[src/rtl/elevator_pkg.sv]
// Shared constants and types for the elevator request scheduler and state machine.
package elevator_pkg;

  localparam int          NUM_FLOORS  = 6;
  localparam int          FLOOR_W     = 4;
  localparam logic [31:0] DOOR_CYCLES = 32'd5000000;

  localparam logic DIR_UP   = 1'b1;
  localparam logic DIR_DOWN = 1'b0;

  typedef logic [FLOOR_W-1:0] floor_t;

endpackage

[src/rtl/btn_sync_edge.sv]
// Two-flop synchroniser followed by a rising-edge pulse, one lane per button.
module btn_sync_edge #(
  parameter int WIDTH = 1
) (
  input  logic             clk,
  input  logic             rst,
  input  logic [WIDTH-1:0] btn,
  output logic [WIDTH-1:0] pulse
);

  logic [WIDTH-1:0] sync_p0;
  logic [WIDTH-1:0] sync_p1;
  logic [WIDTH-1:0] sync_p2;

  always_ff @(posedge clk or posedge rst) begin
    if (rst) begin
      sync_p0 <= '0;
      sync_p1 <= '0;
      sync_p2 <= '0;
    end else begin
      sync_p0 <= btn;
      sync_p1 <= sync_p0;
      sync_p2 <= sync_p1;
    end
  end

  // Pulse is high for exactly one cycle, however long the button is held.
  assign pulse = sync_p1 & ~sync_p2;

endmodule

[src/rtl/elevator_request_scheduler.sv]
// SCAN-order request scheduler feeding requested_floor to the elevator state machine.
// Optional door dwell hold enabled by defining ELEVATOR_DOOR_HOLD_EN.
module elevator_request_scheduler #(
  parameter int NUM_FLOORS = elevator_pkg::NUM_FLOORS,
  parameter int FLOOR_W    = elevator_pkg::FLOOR_W
`ifdef ELEVATOR_DOOR_HOLD_EN
  ,
  parameter logic [31:0] DOOR_CYCLES = elevator_pkg::DOOR_CYCLES
`endif
) (
  input  logic                  clk,
  input  logic                  rst,
  input  logic [NUM_FLOORS-1:0] call_btn,
  input  logic [FLOOR_W-1:0]    current_floor,
  input  logic                  car_idle,
  output logic [FLOOR_W-1:0]    requested_floor,
  output logic [NUM_FLOORS-1:0] pending,
  output logic                  dir_up,
  output logic                  door_open
);

  import elevator_pkg::*;

  logic [NUM_FLOORS-1:0] press_pulse;
  logic [NUM_FLOORS-1:0] clear_mask;
  logic [NUM_FLOORS-1:0] pending_nxt;
  logic                  door_active;

  logic                  up_found;
  logic                  dn_found;
  logic [FLOOR_W-1:0]    lo_ge_f;
  logic [FLOOR_W-1:0]    lo_gt_f;
  logic [FLOOR_W-1:0]    hi_le_f;
  logic [FLOOR_W-1:0]    hi_lt_f;
  logic [FLOOR_W-1:0]    target_nxt;
  logic                  dir_nxt;

  btn_sync_edge #(
    .WIDTH (NUM_FLOORS)
  ) u_btn_sync_edge (
    .clk   (clk),
    .rst   (rst),
    .btn   (call_btn),
    .pulse (press_pulse)
  );

  // An out-of-range current_floor matches no lane, so nothing clears.
  always_comb begin
    clear_mask = '0;
    for (int f = 0; f < NUM_FLOORS; f++) begin
      clear_mask[f] = car_idle && !door_active && (current_floor == FLOOR_W'(f));
    end
  end

  // Clear beats a simultaneous press on the same floor.
  assign pending_nxt = (pending | press_pulse) & ~clear_mask;

  always_comb begin
    up_found = 1'b0;
    dn_found = 1'b0;
    lo_ge_f  = '0;
    lo_gt_f  = '0;
    hi_le_f  = '0;
    hi_lt_f  = '0;
    for (int f = NUM_FLOORS - 1; f >= 0; f--) begin
      if (pending[f] && (FLOOR_W'(f) >= current_floor)) begin
        up_found = 1'b1;
        lo_ge_f  = FLOOR_W'(f);
      end
      if (pending[f] && (FLOOR_W'(f) > current_floor)) begin
        lo_gt_f = FLOOR_W'(f);
      end
    end
    for (int f = 0; f < NUM_FLOORS; f++) begin
      if (pending[f] && (FLOOR_W'(f) <= current_floor)) begin
        dn_found = 1'b1;
        hi_le_f  = FLOOR_W'(f);
      end
      if (pending[f] && (FLOOR_W'(f) < current_floor)) begin
        hi_lt_f = FLOOR_W'(f);
      end
    end
  end

  always_comb begin
    target_nxt = current_floor;
    dir_nxt    = dir_up;
    if (door_active || (pending == '0)) begin
      target_nxt = current_floor;
      dir_nxt    = dir_up;
    end else if (dir_up == DIR_UP) begin
      if (up_found) begin
        target_nxt = lo_ge_f;
      end else begin
        target_nxt = hi_lt_f;
        dir_nxt    = DIR_DOWN;
      end
    end else begin
      if (dn_found) begin
        target_nxt = hi_le_f;
      end else begin
        target_nxt = lo_gt_f;
        dir_nxt    = DIR_UP;
      end
    end
  end

  always_ff @(posedge clk or posedge rst) begin
    if (rst) begin
      pending         <= '0;
      requested_floor <= '0;
      dir_up          <= DIR_UP;
    end else begin
      pending         <= pending_nxt;
      requested_floor <= target_nxt;
      dir_up          <= dir_nxt;
    end
  end

`ifdef ELEVATOR_DOOR_HOLD_EN
  logic        clear_hit;
  logic        door_q;
  logic [31:0] dwell_cnt;

  // Door only opens when a request at this floor is actually being served.
  assign clear_hit = |(clear_mask & (pending | press_pulse));

  always_ff @(posedge clk or posedge rst) begin
    if (rst) begin
      door_q    <= 1'b0;
      dwell_cnt <= '0;
    end else if (door_q) begin
      if (dwell_cnt == 32'd0) begin
        door_q <= 1'b0;
      end else begin
        dwell_cnt <= dwell_cnt - 32'd1;
      end
    end else if (clear_hit) begin
      door_q    <= 1'b1;
      dwell_cnt <= DOOR_CYCLES;
    end
  end

  assign door_active = door_q;
`else
  assign door_active = 1'b0;
`endif

  assign door_open = door_active;

endmodule

[config.mk]
export PLATFORM = sky130hd
export DESIGN_NAME = elevator_request_scheduler
export DESIGN_NICKNAME = d
export VERILOG_FILES = /design/src/rtl/elevator_pkg.sv /design/src/rtl/btn_sync_edge.sv /design/src/rtl/elevator_request_scheduler.sv
export SDC_FILE = /design/constraint.sdc
export NUM_CORES = 1
export LEC_CHECK = 0
export CAP_MARGIN = 0
export CORE_UTILIZATION = 46
export CTS_CLUSTER_DIAMETER = 80
export DETAILED_ROUTE_END_ITERATION = 16
export MAX_ROUTING_LAYER = met4
export PLACE_DENSITY = 0.72
export SYNTH_ARGS = -nofsm -noshare
export SYNTH_HDL_FRONTEND = slang
export SYNTH_SLANG_ARGS = --single-unit
[constraint.sdc]
create_clock -name clk -period 1.8 [get_ports clk]
set_clock_uncertainty 0.15 [all_clocks]
set_input_delay 0.36 -clock clk [delete_from_list [all_inputs] [get_ports clk]]
set_output_delay 0.36 -clock clk [all_outputs]
set_load 0.005 [all_outputs]
==> qor.csv, run 1 <==
metric;value;unit
route.vias.total;1409;
powerDensity;751;nW/µm²
ys.flop_type;dfrtp_1;
ys.warnings.count;0;
wirelength;4.54;mm
netlist_area;1370;µm²
cts_max_level;2;
fin_cells;239;
p_switching;0.449;mW
synth_nets;143;
cts_tree;done;
cp_max_fo;6;
synth_top_area_frac;0.513;
synth_cell_types;46;
layout-drive-gt1-share;0.438;
final_nets;220;
cp-end-kind;flop;
antenna_found_initial;0;
ys_ff_latch;29;
area_delta_synth_final;62.5;%
postSynthAreaPerCell;10.5;µm²
setup_slack;-60.0;ps
status;finished, violations left;
dp.cells;213;
total_leakage_power;1.01;nW
clock.fmax;538;MHz
clock_latency;340;ps
cts_buffers;5;
dp_hpwl;2.81;mm
grt_pass1_wl;6.53;mm
cts.sinks;29;
setup_viol_count_final;2;
port_buffers;23;
yosysTopAreaCell;dfrtp_1;
violations;setup timing;
p_int;1.22;mW
p_clk_frac;0.347;
die_area;3190;µm²
die_h;56.5;µm
grt_pass1_vias;1381;
critPathKind;input port to flop;
power_switching_share;0.269;
seqPwrFrac;0.427;
ant_nets;0;
grt_overflow;0;
yosys-top-cells-area;dfrtp_1, a21oi_1, inv_1;
place_congestion;0.998;
ios;25;
root_buffer;clkbuf_4;
worst_ep_required_time;1880;ps
period_share;1.03;
drc_errors;0;
synth_edf_count;0;
synthArstFlopShare;1.00;
reg2reg_depth;7;
core;2780;µm²
rsz0062_at_grt;true;
post-place-ws;-594;ps
hold_depth;0;
yosysMostFrequentCell;dfrtp_1;
avgViaCountPerCell;5.90;
start_kind;input port;
drtPass1Iterations;4;
cp_data_arrival_time;1940;ps
cap_violations;0;
clk_transition_reported_paths;100;ps
wl_per_cell;19.0;µm
hold_viol;0;
clockBufferDepth;2;
drtIter0Drc;140;
diodes;0;
ys_seq_area_frac;0.532;
slew_violations;0;
grt_usage;0.292;
synthTopCellsByCount;dfrtp_1, inv_1, nor2_1;
period_minus_slack;1860;ps
rows;19;
start_util;0.491;
hp-class;flop to flop;
grt_start_max_net_pins;30;
syn_inst;130;
share_comb_of_total_power;0.226;
die_w;56.5;µm
ir_worst_vdd;1050;µV
[path summary, 6_finish.rpt]
kind	start	endpoint	slack, ps
hold reg to reg	u_btn_sync_edge.sync_p0[3]	u_btn_sync_edge.sync_p1[3]	200
setup / recovery	current_floor[2]	requested_floor[0]	-60
setup reg to reg	pending[5]	requested_floor[0]	-50
hold / removal	u_btn_sync_edge.sync_p0[3]	u_btn_sync_edge.sync_p1[3]	200
max in group asynchronous	rst	dir_up	950
min in group asynchronous	rst	pending[5]	240
[cell type report]
class	count	area [µm²]
clock buffers	6	51.3
clock inverters	2	37.5
fillers	182	562
inverters	13	48.8
multi-input cells	81	659
flip-flops and latches	29	728
well taps	31	38.8
repair buffers	77	656
[power groups by stage]
stage / Combinational, mW / Clock (mW) / Sequential, mW
final: 0.377 / 0.578 / 0.712
after global routing: 0.400 / 0.603 / 0.715
after detailed placement: 0.292 / 0 / 0.724
after global placement: 0.292 / 0 / 0.722
after CTS: 0.331 / 0.582 / 0.710
after floorplan: 0.125 / 0 / 0.723
[cells in the final DEF (no fill, tap or decap), drive strengths merged, types with 3 or more instances in the layout]
cell / synthesis / layout
nor3: 3 / 3
nand2b: 7 / 7
a21oi: 10 / 10
a31oi: 6 / 6
clkdlybuf4s50: 0 / 12
o21ai: 3 / 3
inv: 13 / 13
nand2: 4 / 4
dlygate4sd2: 0 / 9
a22o: 3 / 3
dfrtp: 28 / 28
nor2: 12 / 13
clkbuf: 0 / 8
buf: 8 / 54
[per-stage QoR]
stage	hold slack [ps]	setup TNS, ps	power [mW]	instance area, µm²	utilization
CTS	205	-22.8	1.62	2070	0.745
finish	202	-100	1.67	2220	0.798
floorplan	181	0	0.849	1370	-
global placement	183	-2620	1.01	1850	0.664
detailed placement	187	-2720	1.02	1850	0.664
global route	207	-399	1.72	2220	0.798
[metal layers]
metal  GRT usage  share of wire  wire length (µm)  vias to the layer above
met5           -              0                 0                        -
met4       0.216          0.048               216                        0
met3      0.0737          0.086               391                       26
met2       0.432           0.49              2210                       95
met1       0.343           0.38              1720                      664
li1            -              -                 -                      624
[cells by family after synthesis]
logic type / count (synthesis) / synth area share
buffers and inverters: 21 / 0.0842
other: 1 / 0.00274
AO/OA/AOI/OAI: 40 / 0.212
AND/OR/NAND/NOR: 37 / 0.155
multiplexers: 2 / 0.0147
flip-flops: 29 / 0.532
[registers in the layout, summed over array words and instances (netlist names)]
register	flops
requested_floor	4
u_btn_sync_edge.sync_p2	6
pending	6
u_btn_sync_edge.sync_p1	6
u_btn_sync_edge.sync_p0	6
dir_up	1
[worst max-delay path, cell delays in order]
cell and delay (ps):
dlygate4sd2_1 340, buf_4 200, nor2_4 210, mux2i_1 280, o32ai_2 120, o311ai_2 290
a31oi_1 130
[timing repair]
action | in CTS | in global routing
hold buffers | 0 | 0
buffers inserted | 14 | 3
resized for setup | 21 | 28
pin swaps | 5 | 14
cloned | 1 | 0
endpoints found under the setup margin | 11 | 4
Note: power is estimated with default switching activity, not from simulation.
==> run 2: changes to the inputs <==
- ABC_AREA: not set -> 1
- CORE_UTILIZATION: 46 -> 45
- PLACE_DENSITY: 0.72 -> 0.71
- REMOVE_ABC_BUFFERS: not set -> 1
- SETUP_SLACK_MARGIN: not set -> 0.4
==> qor.csv, run 2 <==
metric;value;unit
status;finished clean;
total_leakage_power;0.995;nW
wirelength;3.65;mm
cts_tree;done;
dp.cells;226;
multi_input_area;573;µm²
ys.flop_type;dfrtp_1;
cts_max_level;2;
yosys-top-cells-area;dfrtp_1, nand2_1, inv_1;
clockBufferDepth;2;
critPathKind;input port to flop;
fin_cells;252;
design_area;1950;µm²
post-place-ws;-296;ps
cts_buffers;5;
grtUsageMet3;0.0698;
fin_util;0.702;
drc_errors;0;
rows;19;
place_congestion;0.953;
grt_pass1_wl;5.69;mm
rsz0062_at_grt;true;
die_h;56.2;µm
ant_nets;0;
grt_start_max_net_pins;30;
rr_endpoint;requested_floor[0];
drtPass1Iterations;4;
total_power;1.44;mW
busiest_layer;met2;
use_met1;0.285;
final_nets;233;
grt_usage;0.248;
powerDensity;736;nW/µm²
worstHoldEndpoint;u_btn_sync_edge.sync_p1[1];
root_buffer;clkbuf_4;
syn_inst;162;
cp-end-kind;flop;
fin_setup_tns;0;ps
reg2reg_depth;11;
met2_usage;0.427;
cp_max_fo;4;
drtIter0Drc;46;
final_cell_mix;nand2_1, dfrtp_1, buf_4;
route.vias.total;1309;
core;2780;µm²
r2r_slack;340;ps
start_util;0.476;
clk_transition_reported_paths;110;ps
yosysMostFrequentCell;nand2_1;
die_area;3160;µm²
synth_top_area_frac;0.529;
avgViaCountPerCell;5.19;
setup_viol_count_final;0;
synthTopCellsByCount;nand2_1, dfrtp_1, inv_1;
ys.warnings.count;0;
layout-drive-gt1-share;0.380;
hold_viol;0;
final_common_cell;nand2_1;
cts.sinks;29;
period_minus_slack;1550;ps
dp_hpwl;2.34;mm
area_delta_synth_final;47.5;%
ios;25;
yosysTopAreaCell;dfrtp_1;
start_kind;input port;
synth_cell_types;23;
port_buffers;23;
grt_pass1_vias;1276;
post_dp_cell_area;1670;µm²
die_w;56.2;µm
ys_seq_area_frac;0.549;
ir_worst_vdd;717;µV
synth_edf_count;0;
setup_slack;250;ps
ys_ff_latch;29;
hold_depth;0;
cap_violations;0;
slew_violations;0;
r2r_start;pending[4];
postSynthAreaPerCell;8.17;µm²
clock_latency;340;ps
worst_ep_required_time;1870;ps
clock.fmax;645;MHz
cp_data_arrival_time;1620;ps
synthArstFlopShare;1.00;
fill_cells;208;
netlist_area;1320;µm²
period_share;0.861;
register_area;731;µm²
wl_per_cell;14.5;µm
holdBufCountCts;0;
hold_start;u_btn_sync_edge.sync_p0[1];
antenna_found_initial;0;
diodes;0;
hp-class;flop to flop;
whs;209;ps
grt_overflow;0;
-- run 2: cell count changes in the layout (fill, tap and decap cells not counted), sizes merged, moves of 3 or more --
| cell | previous run | this run |
|---|---|---|
| nand2 | 4 | 51 |
| a22o | 3 | 0 |
| clkinv | 0 | 3 |
| nand3 | 2 | 16 |
| nand2b | 7 | 0 |
| clkdlybuf4s50 | 12 | 8 |
| dlygate4sd2 | 9 | 1 |
| buf | 54 | 41 |
| o21ai | 3 | 7 |
| inv | 13 | 27 |
| a31oi | 6 | 1 |
-- run 2: cells by family (layout without fill, tap and decap cells) --
group	Yosys count	after routing	synth area share
buffers and inverters	30	89	0.0898
other	1	1	0.00283
DFF	29	29	0.549
AOI/OAI and AO/OA	19	19	0.0794
and+or+nand+nor	83	83	0.279
-- run 2: per-layer routing --
layer  vias to the layer above  routed length (µm)
li1                        617                   -
met1                       609                1430
met2                        64                1840
met3                        19                 251
met4                         0                 133
met5                         -                   0
-- run 2: repair_timing --
action                                  4_1_cts  5_1_grt
endpoints found under the setup margin       19       10
endpoints found under the hold margin         0        0
resized for setup                            68       24
setup buffers                                16        2
pin swaps                                    13       13
-- run 2: final cells by class --
| class | count | area share |
|---|---|---|
| clock inverters | 2 | 0.00705 |
| inverters | 28 | 0.0596 |
| multi-input cells | 103 | 0.293 |
| flip-flops and latches | 29 | 0.374 |
| clock buffers | 6 | 0.0263 |
| repair buffers | 53 | 0.220 |
| well taps | 31 | 0.0199 |
-- run 2: how the worst max path moves through the flow --
stage,startpoint,end,cells after the start
floorplan,current_floor[1],requested_floor[0],10
global placement,current_floor[2],requested_floor[0],12
detailed placement,current_floor[2],requested_floor[0],12
CTS,dir_up,dir_up,1
global route,current_floor[0],requested_floor[2],10
finish,current_floor[0],requested_floor[2],10
-- run 2: report_power, final --
part / switching [mW] / leakage, nW / internal, mW / total, mW
registers: 0.0160 / 0.323 / 0.689 / 0.705
clock network: 0.234 / 0.0382 / 0.190 / 0.424
logic: 0.171 / 0.633 / 0.138 / 0.309
-- run 2: critical path, cell delays in order --
cell,delay [ps]
dlygate4sd2_1,300
nor2_2,140
buf_4,170
nand2_1,90
nor2_1,240
nor3_4,90
nand2_1,70
nand2_1,50
nand2_1,50
nand3_1,70
==> edit 1, RTL diff (flow settings as in run 1) <==
The package constant `NUM_FLOORS` goes from 6 to 8.
--- a/src/rtl/elevator_pkg.sv
+++ b/src/rtl/elevator_pkg.sv
@@ -1,7 +1,7 @@
 // Shared constants and types for the elevator request scheduler and state machine.
 package elevator_pkg;
 
-  localparam int          NUM_FLOORS  = 6;
+  localparam int          NUM_FLOORS  = 8;
   localparam int          FLOOR_W     = 4;
   localparam logic [31:0] DOOR_CYCLES = 32'd5000000;
 
Interface: changed (resized call_btn and pending); port bits go from 25 to 29. The function was not compared with the original's and may differ.
==> edit 1 against run 1 <==
The run still ends with negative setup slack left; critical path depth fell by 1; setup slack worse by 0.025 ns; design area up 31%; critical endpoint unchanged; critical path type is now flip-flop to flip-flop; largest power group unchanged; sequential power up 29%; die area increased by 37%; synthesized area grew 38%; sequential share of layout area down 0.66 points; routed wire length rose by 34%; sequential cell count up 8; power is 28% higher.
==> edit 1: results (changes against run 1) <==
CP Max Fanout: 6 (unchanged)
final setup fails: 3 (+1)
via count: 1,962 (+39%)
iteration-0 DRC count of the detailed router: 186 (+33%)
GR Util met2: 48.9% (+5.7 points)
failing checks: negative setup slack
Tot GR Track Use: 31.6% (+2.4 points)
total wire length: 6.09 mm (+34%)
Routability Congestion: 0.954 (-4.4%)
Compound-Gate Fraction of Synth Area: 27.7% (+6.6 points)
Post-Synth Adder-Cell Area: 0% (unchanged)
worst skew pair latency: 0.30 ns (-0.04 ns)
fraction of registers with async set/reset: 100% (unchanged)
highest routed layer: met4
H-tree depth: 2 (unchanged)
pin count of the biggest net entering global routing: 38 (+27%)
Yosys warning count: 0 (unchanged)
met2 WL post-DR: 2.87 mm (+30%)
Worst slew margin: 64.0%
worst reg2reg startpoint: pending[4]
Unique masters post-synth: 44 (-4.3%)
worst vdd ir: 0.581 mV (-45%)
met1 WL: 2.58 mm (+50%)
CP delay by family, top: simple AND/OR/NAND/NOR gates
post-synthesis net count: 220 (+54%)
P_seq: 918 uW (+29%)
M1 GR Usage: 39.2% (+5.0 points)
Reg2Reg Depth: 6 (-1)
leakage: 1.30 nW (+28%)
Commonest cells post-synth: dfrtp_1 (36), a21oi_1 (23), inv_1 (17)
first-pass GRT wire length: 9.60 mm (+47%)
min-delay src: u_btn_sync_edge.sync_p0[1]
worst min path class: flip-flop to flip-flop
status: finished with violations
hold path cells: 0 (unchanged)
Longest Clk Path Bufs: 2 (unchanged)
nets@finish: 308 (+40%)
clock transition at the registers of the reported paths: 0.08 ns (-0.02 ns)
setup ws final: -0.0855 ns (-0.0255 ns)
Setup CP Type: flip-flop to flip-flop
Final HPWL DP: 4.19 mm (+49%)
Clock net power: 762 uW (+32%)
root cell of the clock tree: clkbuf_8
synth top area cells: dfrtp_1 (48%), a21oi_1 (6.1%), o21ai_0 (4.2%), inv_1 (3.4%), nand2_1 (3.0%)
post-synthesis mux area share: 0.531% (-0.93 points)
drt pass-1 iters: 4 (unchanged)
Min-Delay Endpoint: u_btn_sync_edge.sync_p1[1]
P_sw: 576 uW (+28%)
Buffers on Ports: 27 (+17%)
share of layout cells above drive strength 1: 36.7% (-7.0 points)
crit path DAT: 1.91 ns (-0.03 ns)
CP max-delay cell: dfrtp_2
met3 Track Usage GR: 6.72% (-0.65 points)
TNS Setup: -0.123 ns (-0.0231 ns)
met3 wire len: 460 um (+18%)
Seq/Total Area, Yosys: 49.2% (-4.0 points)
largest stage delay on the critical path: 0.49 ns (+0.15 ns)
crit path to: requested_floor[0]
-- edit 1: timing repair --
| action | CTS | global route |
|---|---|---|
| setup buffers | 11 | 3 |
| gates cloned | 1 | 0 |
| endpoints found under the setup margin | 13 | 6 |
| gates resized for setup | 33 | 18 |
| pin swaps | 6 | 6 |
| hold endpoints to repair | 0 | 0 |
-- edit 1: area by class of cell --
cell class / instances / area, um2
inverters: 18 / 68.8
fillers: 253 / 887
multi-input cells: 134 / 901
well taps: 48 / 60.1
clock buffers: 6 / 82.6
flip-flops and latches: 37 / 936
repair buffers: 97 / 826
clock inverters: 2 / 37.5
-- edit 1: metrics by stage --
stage                     setup slack [ns]  area, um2  hold WS [ns]  instances  total power, mW
after floorplan                     0.0147       1890         0.181        205             1.11
after global placement              -0.705       2550         0.183        319             1.32
after detailed placement            -0.740       2550         0.187        319             1.33
after CTS                          -0.0772       2810         0.207        339             2.12
after global routing                -0.181       2910         0.209        342             2.22
final                              -0.0855       2910         0.202        342             2.14
==> edit 2, RTL diff (settings of run 1) <==
Without the edit above. Put one more register stage on the output `requested_floor`, cleared by the reset. The value now appears one clock later. The other outputs are not delayed to match.
--- a/src/rtl/elevator_request_scheduler.sv
+++ b/src/rtl/elevator_request_scheduler.sv
@@ -20,6 +20,8 @@
 );
 
   import elevator_pkg::*;
+
+  logic [FLOOR_W-1:0] requested_floor_s0;
 
   logic [NUM_FLOORS-1:0] press_pulse;
   logic [NUM_FLOORS-1:0] clear_mask;
@@ -108,11 +110,11 @@
   always_ff @(posedge clk or posedge rst) begin
     if (rst) begin
       pending         <= '0;
-      requested_floor <= '0;
+      requested_floor_s0 <= '0;
       dir_up          <= DIR_UP;
     end else begin
       pending         <= pending_nxt;
-      requested_floor <= target_nxt;
+      requested_floor_s0 <= target_nxt;
       dir_up          <= dir_nxt;
     end
   end
@@ -148,5 +150,13 @@
 
   assign door_open = door_active;
 
+  always_ff @(posedge clk or posedge rst) begin
+    if (rst) begin
+      requested_floor <= '0;
+    end else begin
+      requested_floor <= requested_floor_s0;
+    end
+  end
+
 endmodule
 
Function: changed (Yosys sat finds a counterexample within 4 cycles, from zero or initial values and one cycle with rst high).
==> edit 2 against run 1 <==
Setup slack better by 0.11 ns; cell count is 2.5% higher; routed wire length is 9.3% lower; power is 6.3% lower; via count is 2.9% lower; sequential share of layout area is 5.9 points higher; synthesized area is 7.3% higher; register-to-register slack better by 0.11 ns; design area is 3.3% lower; sequential cell count is 4 higher.
==> edit 2: results (changes against run 1) <==
via count: 1,368 (-2.9%)
post-synthesis net count: 147 (+2.8%)
nets@finish: 214 (-2.7%)
P_seq: 808 uW (+13%)
Routability Congestion: 0.938 (-5.9%)
reg-to-reg slack, setup: 0.06 ns (+0.11 ns)
met3 Track Usage GR: 9.01% (+1.6 points)
Commonest cells post-synth: dfrtp_1 (32), inv_1 (12), nor2_1 (11)
worst min path class: input port to asynchronous set/reset pin
vias per inst: 5.58 (-5.3%)
met1 WL: 1.73 mm (+0.35%)
met2 WL post-DR: 1.98 mm (-11%)
Clock net power: 423 uW (-27%)
CP Max Fanout: 4 (-2)
share of layout cells above drive strength 1: 36.3% (-7.4 points)
worst reg2reg startpoint: pending[0]
status: finished, final reports clean
vias in the first global route: 1,358 (-1.7%)
largest stage delay on the critical path: 0.43 ns (+0.09 ns)
Tot GR Track Use: 28.9% (-0.32 points)
pre-CTS setup slack: -0.522 ns (+0.0716 ns)
M1 GR Usage: 36.1% (+1.8 points)
Seq/Total Area, Yosys: 56.4% (+3.2 points)
switch share: 26.7% (-0.26 points)
total power: 1.56 mW (-6.3%)
crit path to: pending[4]
iteration-0 DRC count of the detailed router: 72 (-49%)
first-pass GRT wire length: 6.89 mm (+5.5%)
Area after DPL: 0.00195 mm2 (+5.4%)
crit path from: pending[4]
total wire length: 4.12 mm (-9.3%)
CP max-delay cell: dfrtp_2
Mapped Cells: 134 (+3.1%)
FF-to-FF End: requested_floor_s0[1]
crit path DAT: 1.24 ns (-0.70 ns)
Reg2Reg Depth: 4 (-3)
met3 wire len: 304 um (-22%)
worst vdd ir: 0.448 mV (-57%)
## edit 2: cell types whose count changed after synthesis
cell | run 1 | this run
dfrtp_1 | 28 | 32
## edit 2: cell type report
type / instances / area [um2]
Tap cell: 44 / 55.1
Timing Repair Buffer: 68 / 586
Fill cell: 215 / 881
Inverter: 13 / 48.8
Multi-Input combinational cell: 80 / 571
Clock buffer: 7 / 55.1
Sequential cell: 33 / 832
## edit 2: kinds of logic (layout without fill, tap and decap cells)
logic type / after synthesis / after routing / synth area share [%]
muxes: 2 / 2 / 1.37
DFF: 33 / 33 / 56.4
other: 1 / 1 / 0.256
buffers and inverters: 21 / 88 / 7.85
and+or+nand+nor: 37 / 37 / 14.4
AOI/OAI and AO/OA: 40 / 40 / 19.7
## edit 2: what timing repair did
action / 4_1_cts / 5_1_grt
hold buffers: 0 / 0
buffers inserted: 9 / 2
cloned: 1 / 0
pin swaps: 10 / 5
setup endpoints to repair: 10 / 6
resized for setup: 25 / 6
endpoints found under the hold margin: 0 / 0
